--- config.mk ---
export PLATFORM = sky130hd
export DESIGN_NAME = alu_sequencer
export DESIGN_NICKNAME = d
export VERILOG_FILES = /design/src/rtl/alu_seq_pkg.sv /design/src/rtl/alu_op_decoder.sv /design/src/rtl/alu_sequencer.sv
export SDC_FILE = /design/constraint.sdc
export NUM_CORES = 1
export LEC_CHECK = 0
export CORE_MARGIN = 2
export CORE_UTILIZATION = 40
export CTS_BUF_LIST = sky130_fd_sc_hd__clkbuf_16
export CTS_CLUSTER_DIAMETER = 150
export DETAILED_ROUTE_END_ITERATION = 16
export HOLD_SLACK_MARGIN = 0.02
export PLACE_DENSITY = 0.69
export SETUP_SLACK_MARGIN = 0.02
export SYNTH_ARGS = -nofsm -noshare
export SYNTH_HDL_FRONTEND = slang
export SYNTH_SLANG_ARGS = --single-unit
--- constraint.sdc ---
create_clock -name clk -period 2.6 [get_ports clk]
set_clock_uncertainty 0.05 [all_clocks]
set_input_delay 0.65 -clock clk [delete_from_list [all_inputs] [get_ports clk]]
set_output_delay 0.65 -clock clk [all_outputs]
set_load 0.005 [all_outputs]
--- src/rtl/alu_seq_pkg.sv ---
// Shared encodings for the ALU sequencer: opcodes, FSM states, strobe
// positions and per-class strobe hold lengths.
package alu_seq_pkg;

  localparam logic [2:0] OP_NOP = 3'b000;
  localparam logic [2:0] OP_ADD = 3'b001;
  localparam logic [2:0] OP_SUB = 3'b010;
  localparam logic [2:0] OP_LSH = 3'b011;
  localparam logic [2:0] OP_RSH = 3'b100;

  typedef enum logic [1:0] {
    ST_IDLE    = 2'd0,
    ST_ISSUE   = 2'd1,
    ST_CAPTURE = 2'd2,
    ST_RESP    = 2'd3
  } state_e;

  // Strobe vector bit positions
  localparam int NUM_STB = 4;
  localparam int STB_ADD = 0;
  localparam int STB_SUB = 1;
  localparam int STB_LSH = 2;
  localparam int STB_RSH = 3;

  // Number of cycles the ALU strobe is held for each operation class
  localparam int ARITH_HOLD = 1;
  localparam int SHIFT_HOLD = 3;
  localparam int HOLD_W     = $clog2(SHIFT_HOLD + 1);

endpackage

--- src/rtl/alu_op_decoder.sv ---
// Combinational opcode decoder: one-hot ALU strobe vector, strobe hold
// length and illegal-opcode flag. NOP and illegal opcodes drive no strobe.
module alu_op_decoder
  import alu_seq_pkg::*;
(
  input  logic [2:0]         op,
  output logic [NUM_STB-1:0] strobes,
  output logic [HOLD_W-1:0]  hold,
  output logic               illegal
);

  // Map opcode to strobe, hold length and legality
  always_comb begin
    strobes = '0;
    hold    = '0;
    illegal = 1'b0;
    case (op)
      OP_NOP: begin
        strobes = '0;
      end
      OP_ADD: begin
        strobes[STB_ADD] = 1'b1;
        hold             = HOLD_W'(ARITH_HOLD);
      end
      OP_SUB: begin
        strobes[STB_SUB] = 1'b1;
        hold             = HOLD_W'(ARITH_HOLD);
      end
      OP_LSH: begin
        strobes[STB_LSH] = 1'b1;
        hold             = HOLD_W'(SHIFT_HOLD);
      end
      OP_RSH: begin
        strobes[STB_RSH] = 1'b1;
        hold             = HOLD_W'(SHIFT_HOLD);
      end
      default: begin
        illegal = 1'b1;
      end
    endcase
  end

endmodule

--- src/rtl/alu_sequencer.sv ---
// Sequences one instruction at a time onto an external registered ALU:
// accepts an instruction, holds the matching strobe for its hold length,
// captures the ALU result one cycle later and offers it with a
// valid/ready handshake. NOP and illegal opcodes skip the ALU entirely.
module alu_sequencer
  import alu_seq_pkg::*;
#(
  parameter int WIDTH = 4
) (
  input  logic             clk,
  input  logic             reset,
  input  logic             instr_valid,
  output logic             instr_ready,
  input  logic [2:0]       instr_op,
  input  logic [WIDTH-1:0] instr_a,
  input  logic [WIDTH-1:0] instr_b,
  output logic             alu_add,
  output logic             alu_sub,
  output logic             alu_lshift,
  output logic             alu_rshift,
  output logic [WIDTH-1:0] alu_in1,
  output logic [WIDTH-1:0] alu_in2,
  input  logic [WIDTH-1:0] alu_out,
  input  logic             alu_overflow,
  output logic             res_valid,
  input  logic             res_ready,
  output logic [WIDTH-1:0] res_data,
  output logic             res_flag,
  output logic             res_err
);

  state_e              state;
  logic [HOLD_W-1:0]   hold_cnt;
  logic [NUM_STB-1:0]  strobe_q;
  logic [NUM_STB-1:0]  dec_strobes;
  logic [HOLD_W-1:0]   dec_hold;
  logic                dec_illegal;
  logic                accept;

  alu_op_decoder u_dec (
    .op      (instr_op),
    .strobes (dec_strobes),
    .hold    (dec_hold),
    .illegal (dec_illegal)
  );

  assign instr_ready = (state == ST_IDLE);
  assign accept      = instr_valid && instr_ready;

  assign alu_add    = strobe_q[STB_ADD];
  assign alu_sub    = strobe_q[STB_SUB];
  assign alu_lshift = strobe_q[STB_LSH];
  assign alu_rshift = strobe_q[STB_RSH];

  // Sequencer FSM with registered strobes, operands and result
  always_ff @(posedge clk or negedge reset) begin
    if (!reset) begin
      state     <= ST_IDLE;
      hold_cnt  <= '0;
      strobe_q  <= '0;
      alu_in1   <= '0;
      alu_in2   <= '0;
      res_valid <= 1'b0;
      res_data  <= '0;
      res_flag  <= 1'b0;
      res_err   <= 1'b0;
    end else begin
      case (state)
        ST_IDLE: begin
          if (accept) begin
            alu_in1 <= instr_a;
            alu_in2 <= instr_b;
            if (dec_strobes != '0) begin
              strobe_q <= dec_strobes;
              hold_cnt <= dec_hold;
              state    <= ST_ISSUE;
            end else begin
              // No ALU work: answer immediately with a zero result
              res_valid <= 1'b1;
              res_data  <= '0;
              res_flag  <= 1'b0;
              res_err   <= dec_illegal;
              state     <= ST_RESP;
            end
          end
        end
        ST_ISSUE: begin
          if (hold_cnt <= HOLD_W'(1)) begin
            strobe_q <= '0;
            hold_cnt <= '0;
            state    <= ST_CAPTURE;
          end else begin
            hold_cnt <= hold_cnt - HOLD_W'(1);
          end
        end
        ST_CAPTURE: begin
          // ALU output registered during the last strobe cycle is valid now
          res_valid <= 1'b1;
          res_data  <= alu_out;
          res_flag  <= alu_overflow;
          res_err   <= 1'b0;
          state     <= ST_RESP;
        end
        ST_RESP: begin
          if (res_ready) begin
            res_valid <= 1'b0;
            state     <= ST_IDLE;
          end
        end
        default: begin
          state <= ST_IDLE;
        end
      endcase
    end
  end

endmodule

==> results.cfg <==
[timing]
tightest_slew_ps = 370
fmax_ghz = 0.462
timing.setup.tns_ps = 0
fin_crit_ps = 2160
rsz0062_at_grt = no
final-hold-violation-count = 0
slew_violations = 0
final-setup-viol-count = 0
slew_headroom_pct = 75.3
finalCritPeriodShare_pct = 83.2

[pwr]
ir_drop_mv = 0.850
p_leak_nw = 0.723
power_frac_seq_pct = 33.1
sw_frac_of_total_pct = 32.7
power_density_mw_per_mm2 = 1120
p_switching_mw = 0.616
pwr-share-comb_pct = 49.7
p_int_mw = 1.27
clock_power_share_pct = 17.2

[logic_synthesis]
netlist.top_cell.by_area = dfrtp_1
synth-seq-cells = 23
avgSynthCellArea_um2 = 12.2
seq_area_frac_synth_pct = 49.5
synth_warnings = 0
netlist_area_mm2 = 0.00116
syn-num-nets = 120
synth_cells = 95
synth_area_leaders = dfrtp_1 (49%), mux2_2 (7.7%), a32o_1 (6.9%), ha_1 (5.4%), inv_1 (2.6%)
synthDistinctLibCells = 36
synth_top_area_share_pct = 49.5

[critical_path]
required_ps = 1900
cp.arrival_ps = 1460
startpoint_type = flip-flop
path_max_fanout = 4
r2r_slack_ps = 820
cp-end-kind = output pin
crit_type = reg2out

[floorplan]
start_util_pct = 42.2
die_w_um = 57.9
num_rows = 19
ios = 40
die-area_mm2 = 0.00336
dieHeight_um = 57.9
core_mm2 = 0.00276

[cts]
root_buffer = clkbuf_16
htree_levels = 1
cts_setup_buffers = 0
clk_latency_ps = 250
cts_made_buffers = 3
cts_tree = done
clock_sinks = 23
clk_pin_slew_worst_paths_ps = 60
ctsLongestPathBuffers = 2
postCtsHoldBufs = 0
ctsResizeCount = 0

[route]
routedWlPerCell_um = 15.5
via_per_inst = 5.60
drt_pass1_iterations = 4
vias = 952
route.detailed.drc = 0
drt_iter0_markers = 40
final_antenna_net_count = 0
wirelength_um = 2630

[global_routing]
grt_pass1_wl_um = 4380
gr-usage-all-layers_pct = 17.0
antenna_found_initial = 0
grt_max_degree = 24
grt.overflow.total = 0
grt_pass1_vias = 978

[cells_and_area]
num_antenna_cells = 0
layoutNonFillerInstCount = 170
drive_gt1_share_pct = 18.0
syn2layout_area_growth_pct = 44.9
nets = 165
fin_util_pct = 61.2

[placed_design]
io_buffer_count = 39
gp_congestion = 0.820
dp.cells = 166
hpwl_um = 2040

[run]
cap_violations = 0

[min_path]
min_path_type = reg2reg

[status]
status = complete, no violations
==> path summary, 6_finish.rpt <==
check                            start     endpoint  cells past startpoint
max in group asynchronous        reset  res_data[1]                      2
min                        strobe_q[0]  strobe_q[0]                      1
max                           state[0]  instr_ready                      3
max reg2reg                   state[0]    res_valid                      7
min in group asynchronous        reset  res_data[2]                      2
min reg2reg                strobe_q[0]  strobe_q[0]                      1
==> worst max-delay path, stage by stage, from the launching register on <==
cell and delay (ps):
dfrtp_1 400, inv_1 130, ha_1 180, clkdlybuf4s50_1 500
==> power groups by stage <==
| stage | logic, mW | clock network, mW | registers, mW |
|---|---|---|---|
| after global routing | 1.02 | 0.348 | 0.648 |
| after CTS | 0.945 | 0.332 | 0.625 |
| after floorplan | 0.507 | 0 | 0.622 |
| after global placement | 0.920 | 0 | 0.618 |
| final | 0.936 | 0.324 | 0.622 |
| after detailed placement | 0.938 | 0 | 0.629 |
==> layer usage <==
layer	GRT usage (%)	wire length [µm]
met1	21.8	1130
met2	29.1	1350
met3	5.36	160
met4	1.99	0
met5	0	0
==> kinds of logic (layout without fill, tap and decap cells) <==
family                     after synthesis  count (layout)  synth area share, %
DFF                                     23              23                 49.5
adders and majority gates                5               5                 5.38
AOI/OAI and AO/OA                       29              29                 22.0
muxes                                    9               9                 9.03
and+or+nand+nor                         18              18                 10.1
buffers and inverters                   11              55                 3.98
==> placed cells by master (no fill, tap or decap), drive strengths merged <==
cell | netlist | final
or4 | 1 | 1
nand2 | 6 | 6
o21a | 1 | 1
o2bb2ai | 1 | 1
a22o | 1 | 1
o21ai | 3 | 3
and2b | 1 | 1
a21o | 2 | 2
a311oi | 1 | 1
clkbuf | 1 | 3
o31ai | 2 | 2
nor2 | 6 | 6
mux2 | 9 | 9
a2bb2oi | 1 | 1
o32ai | 1 | 1
a22oi | 1 | 1
buf | 2 | 4
clkinv | 0 | 1
ha | 5 | 5
inv | 8 | 8
a41oi | 1 | 1
a32o | 8 | 8
nor3 | 2 | 2
o221ai | 2 | 2
clkdlybuf4s50 | 0 | 39
or3b | 1 | 1
nor4b | 1 | 1
a211oi | 2 | 2
dfrtp | 23 | 23
a21oi | 2 | 2
==> cells in the mapped netlist <==
master and count:
a22oi_1 1, o21ai_2 1, a311oi_1 1, o31ai_1 2
mux2_4 1, o32ai_2 1, a211oi_1 2, inv_1 8
a22o_1 1, o221ai_1 2, nor4b_4 1, a21o_1 2
o21ai_1 1, nor3_2 1, and2b_1 1, a21oi_1 1
nor2_1 5, nor2_4 1, o2bb2ai_1 1, buf_2 1
or3b_1 1, a32o_1 8, ha_1 5, nand2_2 1
a2bb2oi_2 1, nand2_1 5, o21ai_0 1, clkbuf_1 1
a21oi_2 1, nor3_1 1, o21a_1 1, mux2_2 8
buf_4 1, or4_1 1, dfrtp_1 23, a41oi_1 1
==> final cells by class <==
type,count,area [µm²]
Tap cell,31,38.8
Multi-Input combinational cell,61,542
Clock buffer,3,75.1
Fill cell,250,1070
Timing Repair Buffer,43,420
Clock inverter,1,5.00
Inverter,8,30.0
Sequential cell,23,576
==> flip-flops by register name (all words and copies together), names as in the netlist, 2 cells and up <==
name and count:
alu_in1 4, res_data 4, state 2, hold_cnt 2, strobe_q 4, alu_in2 4
==> stage by stage <==
stage | instance area, µm² | worst slack (ps) | total power, mW | hold slack, ps
final | 1690 | 438 | 1.88 | 444
after global routing | 1690 | 364 | 2.01 | 468
after CTS | 1690 | 423 | 1.90 | 452
after detailed placement | 1610 | 343 | 1.57 | 439
after global placement | 1610 | 376 | 1.54 | 425
after floorplan | 1160 | 931 | 1.13 | 304
(Power assumes the default switching activity.)
